==> config.mk <==
export PLATFORM = sky130hd
export DESIGN_NAME = trackball_decoder
export DESIGN_NICKNAME = d
export VERILOG_FILES = /design/src/rtl/trackball_decoder.sv
export SDC_FILE = /design/constraint.sdc
export NUM_CORES = 1
export LEC_CHECK = 0
export ABC_AREA = 1
export CORE_MARGIN = 2
export CORE_UTILIZATION = 40
export CTS_CLUSTER_DIAMETER = 30
export DETAILED_ROUTE_END_ITERATION = 10
export GPL_ROUTABILITY_DRIVEN = 0
export HOLD_SLACK_MARGIN = 0.02
export PLACE_DENSITY = 0.7
export RECOVER_POWER = 50
export SLEW_MARGIN = 20
export SYNTH_ARGS = -nofsm -noshare
export SYNTH_HDL_FRONTEND = slang
export SYNTH_SLANG_ARGS = --single-unit
==> constraint.sdc <==
create_clock -name clk_10M -period 2 [get_ports clk_10M]
set_input_delay 0.3 -clock clk_10M [delete_from_list [all_inputs] [get_ports clk_10M]]
set_output_delay 0.3 -clock clk_10M [all_outputs]
set_load 0.03 [all_outputs]
==> src/rtl/trackball_decoder.sv <==
// Trackball step receiver: deglitches h/v step lines, counts direction-qualified steps
// per axis and presents a snapshot byte to the CPU. Define TB_DELTA_EN for read-clearing saturating deltas.
module trackball_decoder #(
    parameter int CNT_W = 4,
    parameter int FILT  = 3
) (
    input  logic       clk_10M,
    input  logic       reset_n,
    input  logic       ce_5M,
    input  logic       h_clk,
    input  logic       h_dir,
    input  logic       v_clk,
    input  logic       v_dir,
    input  logic       flip,
    input  logic       rd_strobe,
    output logic [7:0] rd_data,
    output logic       step_h,
    output logic       step_v
);

    // Index 0 is the horizontal axis, index 1 the vertical axis.
    logic [1:0]       line_in;
    logic [1:0]       dir_up;
    logic [1:0]       lvl_q, lvl_d;
    logic [3:0]       agr_q [2];
    logic [3:0]       agr_d [2];
    logic [1:0]       rise;
    logic [1:0]       step_q;
    logic [CNT_W-1:0] cnt_q  [2];
    logic [CNT_W-1:0] cnt_d  [2];
    logic [CNT_W-1:0] snap_q [2];
    logic [CNT_W-1:0] snap_d [2];

    assign line_in = {v_clk, h_clk};
    assign dir_up  = {v_dir, h_dir} ^ {flip, flip};

    always_comb begin
        for (int i = 0; i < 2; i++) begin
            lvl_d[i] = lvl_q[i];
            agr_d[i] = agr_q[i];
            if (ce_5M) begin
                if (line_in[i] != lvl_q[i]) begin
                    if (agr_q[i] + 4'd1 == 4'(FILT)) begin
                        lvl_d[i] = line_in[i];
                        agr_d[i] = 4'd0;
                    end else begin
                        agr_d[i] = agr_q[i] + 4'd1;
                    end
                end else begin
                    agr_d[i] = 4'd0;
                end
            end
        end
    end

    // A step is taken in the cycle the filter accepts a rising level, so the
    // counter and the registered step pulse change on the same clock edge.
    assign rise = lvl_d & ~lvl_q;

`ifdef TB_DELTA_EN
    localparam logic [CNT_W-1:0] DELTA_MAX = CNT_W'(7);
    localparam logic [CNT_W-1:0] DELTA_MIN = ~CNT_W'(7);
    logic [CNT_W-1:0] base [2];
`endif

    always_comb begin
        for (int i = 0; i < 2; i++) begin
            snap_d[i] = rd_strobe ? cnt_q[i] : snap_q[i];
`ifdef TB_DELTA_EN
            // A read clears the delta; a coincident step restarts it at +/-1.
            base[i]  = rd_strobe ? '0 : cnt_q[i];
            cnt_d[i] = base[i];
            if (rise[i]) begin
                if (dir_up[i]) begin
                    if (base[i] != DELTA_MAX) cnt_d[i] = base[i] + 1'b1;
                end else begin
                    if (base[i] != DELTA_MIN) cnt_d[i] = base[i] - 1'b1;
                end
            end
`else
            cnt_d[i] = cnt_q[i];
            if (rise[i]) begin
                cnt_d[i] = dir_up[i] ? cnt_q[i] + 1'b1 : cnt_q[i] - 1'b1;
            end
`endif
        end
    end

    always_ff @(posedge clk_10M or negedge reset_n) begin
        if (!reset_n) begin
            lvl_q  <= '0;
            step_q <= '0;
            for (int i = 0; i < 2; i++) begin
                agr_q[i]  <= '0;
                cnt_q[i]  <= '0;
                snap_q[i] <= '0;
            end
        end else begin
            lvl_q  <= lvl_d;
            step_q <= rise;
            for (int i = 0; i < 2; i++) begin
                agr_q[i]  <= agr_d[i];
                cnt_q[i]  <= cnt_d[i];
                snap_q[i] <= snap_d[i];
            end
        end
    end

    assign step_h  = step_q[0];
    assign step_v  = step_q[1];
    assign rd_data = {snap_q[1][3:0], snap_q[0][3:0]};

endmodule

Word level (Yosys, flattened, before mapping)
Cells that the tools add are included.

Bitwise gates (word level): 3. $add $sub $neg: 6. Eq/ne operators: 4. Mux-type cells: 12.

Operators with widths (count): 4-bit 2-to-1 mux (6); 4-bit by 1-bit adder with 4-bit output, second input constant (4); 4-bit by 2-bit == test with 1-bit output, second input constant (2); 4-bit by 1-bit subtractor with 4-bit output, second input constant (2); 1-bit 2-to-1 mux (6); 2-bit bitwise AND (1); 1-bit inequality test (2); 2-bit NOT (1); 2-bit XOR (1).

Flip-flop bits (word level): 28. Output and inout port bits: 10. Bits of input ports: 9. Logic and storage cells: 33.

Logic depth before layout (Yosys ltp)
Gate-level depths: netlist (run 1).

Depth in word-level cells: 6. Gate-level depth with buffers: 12. Depth with buffers taken out: 12.

Worst setup path after synthesis (run 1)
OpenSTA, ideal clock, no wires.

Path type: input to register. Start point: input port flip. End point: register cnt_q[7] in the netlist's numbering. Cell stages on the path: 12. Setup slack: 636 ps. Buffers on the path: 0. Arrival: 1248 ps. Data required time: 1884 ps. Path through: inv_1 nand2_1 nand2_1 ha_1 nand2_1 nand2_1 nor2_1 inv_1 nand2_1 nand2_1 nand2_1 nand2_1.

Word-level cells in the longest chain between the ends: 2.

RTL lines: start: declaration (line 14) `input logic flip,`; 2-bit XOR (line 35) `assign dir_up = {v_dir, h_dir} ^ {flip, flip};`; 4-bit 2-to-1 mux (line 83) `cnt_d[i] = dir_up[i] ? cnt_q[i] + 1'b1 : cnt_q[i] - 1'b1;`; end signal: indexed assignment (line 103) `cnt_q[i] <= cnt_d[i];`; end: declaration (line 29) `logic [CNT_W-1:0] cnt_q [2];`.

Every way passes these cells. A chain may end at the register's enable or synchronous reset.

Worst setup path in the final report (run 1)
Same ends and word-level chain as after synthesis.

==> flow_metrics.tcl, run 1 <==
set metrics [dict create \
    status "complete, no violations" \
    place_area_mm2 0.00185 \
    clkLatencyLatePin_ns 0.28 \
    vias 1170 \
    synth_edf_count 0 \
    post_cts_resized 0 \
    final_common_cell "nand2_1" \
    cap_violations 0 \
    crit_chain "clkdlybuf4s50_1, inv_1, nand2_1, nand2_1, ha_1, nand2_1, nand2_1, nor2_1, inv_1, nand2_1, nand2_1, nand2_1, nand2_1" \
    p_per_area_mw_per_mm2 1240 \
    clk_transition_reported_paths_ns 0.10 \
    final_cells 260 \
    rrSetupSlack_ns 0.60 \
    critPathKind "input port to register" \
    htree_levels 1 \
    cp_top_family "simple AND/OR/NAND/NOR gates" \
    synth_warnings 0 \
    hp-class "register to register" \
    final_util_pct 51.3 \
    dp_hpwl_um 2150 \
    synth.avg_cell_area_um2 8.49 \
    post-place-cells 256 \
    n_antenna_cell 0 \
    hold_violations 0 \
    critPathArrivalTime_ns 1.88 \
    critical_path_peak_fanout 4 \
    ant_nets 0 \
    final_area_mm2 0.00192 \
    cts.sinks 28 \
    synthFlopType "dfrtp_1" \
    ir_drop_mv 0.591 \
    synthCells 188 \
    synthArstFlopShare_pct 100 \
    slew_headroom_pct 53.5 \
    gr-usage-all-layers_pct 14.1 \
    port-buffer-count 18 \
    drtIter0Drc 73 \
    period_share_pct 85.2 \
    slowest_stage "clkdlybuf4s50_1" \
    final_nets 232 \
    wl_um 2760 \
    period_needed_ns 1.70 \
    finalWorstSetupSlack_ns 0.295 \
    initial_core_util_pct 42.6 \
    timing.fmax_mhz 587 \
    layout_common_cells "60 x nand2_1, 28 x inv_1, 28 x dfrtp_1" \
    die_area_mm2 0.00451 \
    slew_violations 0 \
    dieHeight_um 67.2 \
    drc 0 \
    grt_overflow 0 \
    layout-drive-gt1-share_pct 12.3 \
    worst_clock_skew_ns 0.00500 \
    p_leak_nw 0.983 \
    end_kind "register" \
    io_pins 19 \
    cp_slowest_stage_delay_ns 0.50 \
    pre_cts_ws_ns -0.00788 \
    multiInputGateArea_um2 769 \
    fillers 393 \
    core_mm2 0.00374 \
    cts_made_buffers 3 \
    grt_pass1_wl_um 4800 \
    syn_area_mm2 0.00160 \
    path_buf_inv 3 \
    post_cts_buffers 0 \
    firstDrtPassIters 4 \
    cpMostUsedCell "nand2_1" \
    critPathLaunchType "input port" \
    cts_tree "done" \
    vias_per_cell 4.50 \
    yosysSeqAreaShare_pct 43.9 \
    wl_per_cell_um 10.6 \
    grt_pass1_vias 1120 \
    hold_buffers 0 \
    die_x_um 67.2 \
    syn2layout_area_growth_pct 20.5 \
    setup_viol 0 \
    worstMarginPinSlew_ns 0.697 \
    ys_ff_latch 28 \
    syn_nets 207 \
    crit_required_ns 2.18 \
    clockRootBuffer "clkbuf_8" \
    rsz0062_at_grt "false" \
    ff_latch_area_um2 701 \
    antenna_found_initial 0 \
    grt_max_degree 29 \
    yosysUniqueCellTypes 22 \
    clock_tree.buffer_depth 2 \
    row_count 22 \
]
## area by class of cell
cell class / count / area share, %
Inverter: 30 / 5.86
Sequential cell: 28 / 36.5
Clock inverter: 1 / 1.56
Clock buffer: 3 / 2.15
Multi-Input combinational cell: 128 / 40.0
Timing Repair Buffer: 22 / 10.8
Tap cell: 48 / 3.13
## registers in the layout, indices dropped and copies added, names as in the netlist
name	count
lvl_q	2
cnt_q	8
rd_data	8
agr_q	8
step_q	2
## synthesized netlist by cell type, types with 3 or more instances
library cell / n / area (µm²)
ha_1: 8 / 100
a21oi_1: 4 / 20.0
nand4_1: 4 / 25.0
o21ai_1: 3 / 15.0
mux2_2: 4 / 45.0
inv_1: 28 / 105
nand2_2: 5 / 31.3
dfrtp_1: 28 / 701
xnor2_1: 4 / 35.0
nand3_1: 7 / 35.0
nand3b_1: 3 / 22.5
o21ai_0: 6 / 30.0
nand2_1: 60 / 225
nor2_1: 11 / 41.3
## worst register-to-register path: cells and delay by family, from the launching register on
| family | cells | cell delay (ns) |
|---|---|---|
| simple gates | 6 | 0.63 |
| flops | 1 | 0.43 |
| fa+ha+maj | 1 | 0.21 |
| buf+inv | 1 | 0.05 |
## metrics by stage
step	power [mW]	hold WS, ns	TNS (ns)
global placement	1.92	0.462	0
CTS	2.42	0.392	0
floorplan	1.64	0.00441	0
global route	2.59	0.510	0
detailed placement	1.96	0.476	-0.00788
finish	2.38	0.493	0
## metal layers
metal  up-vias  wire length (µm)  track usage (%)
li1        626                 -                -
met1       526              1250             17.3
met2        16              1430             25.0
met3         2                54             2.00
met4         0                27             5.36
met5         -                 0                0
## worst paths after layout
check	startpoint	end	cells after the start
max in group asynchronous	reset_n	lvl_q[1]	2
hold reg to reg	cnt_q[4]	cnt_q[4]	2
setup / recovery	flip	cnt_q[7]	13
hold / removal	cnt_q[4]	cnt_q[4]	2
setup reg to reg	agr_q[1]	cnt_q[1]	8
min in group asynchronous	reset_n	cnt_q[4]	2
## where the power goes
part           internal, mW  switching (mW)
registers             0.761           0.158
clock network         0.268           0.180
logic                 0.436           0.576
## kinds of logic (layout without fill, tap and decap cells)
logic type,after synthesis,after routing,share of synthesized area [%]
AND/OR/NAND/NOR,97,97,30.4
buffers and inverters,32,56,7.84
flip-flops,28,28,43.9
AO/OA/AOI/OAI,13,13,4.08
adder cells (fa/ha/maj),10,10,8.78
XOR/XNOR,4,4,2.20
multiplexers,4,4,2.82
Note: power is estimated with default switching activity, not from simulation.
==> run 2, diff against run 1 <==
- TNS_END_PERCENT: unset -> 5
==> results of run 2 <==
Final layout, timing and power as in run 1 (identical DEF).
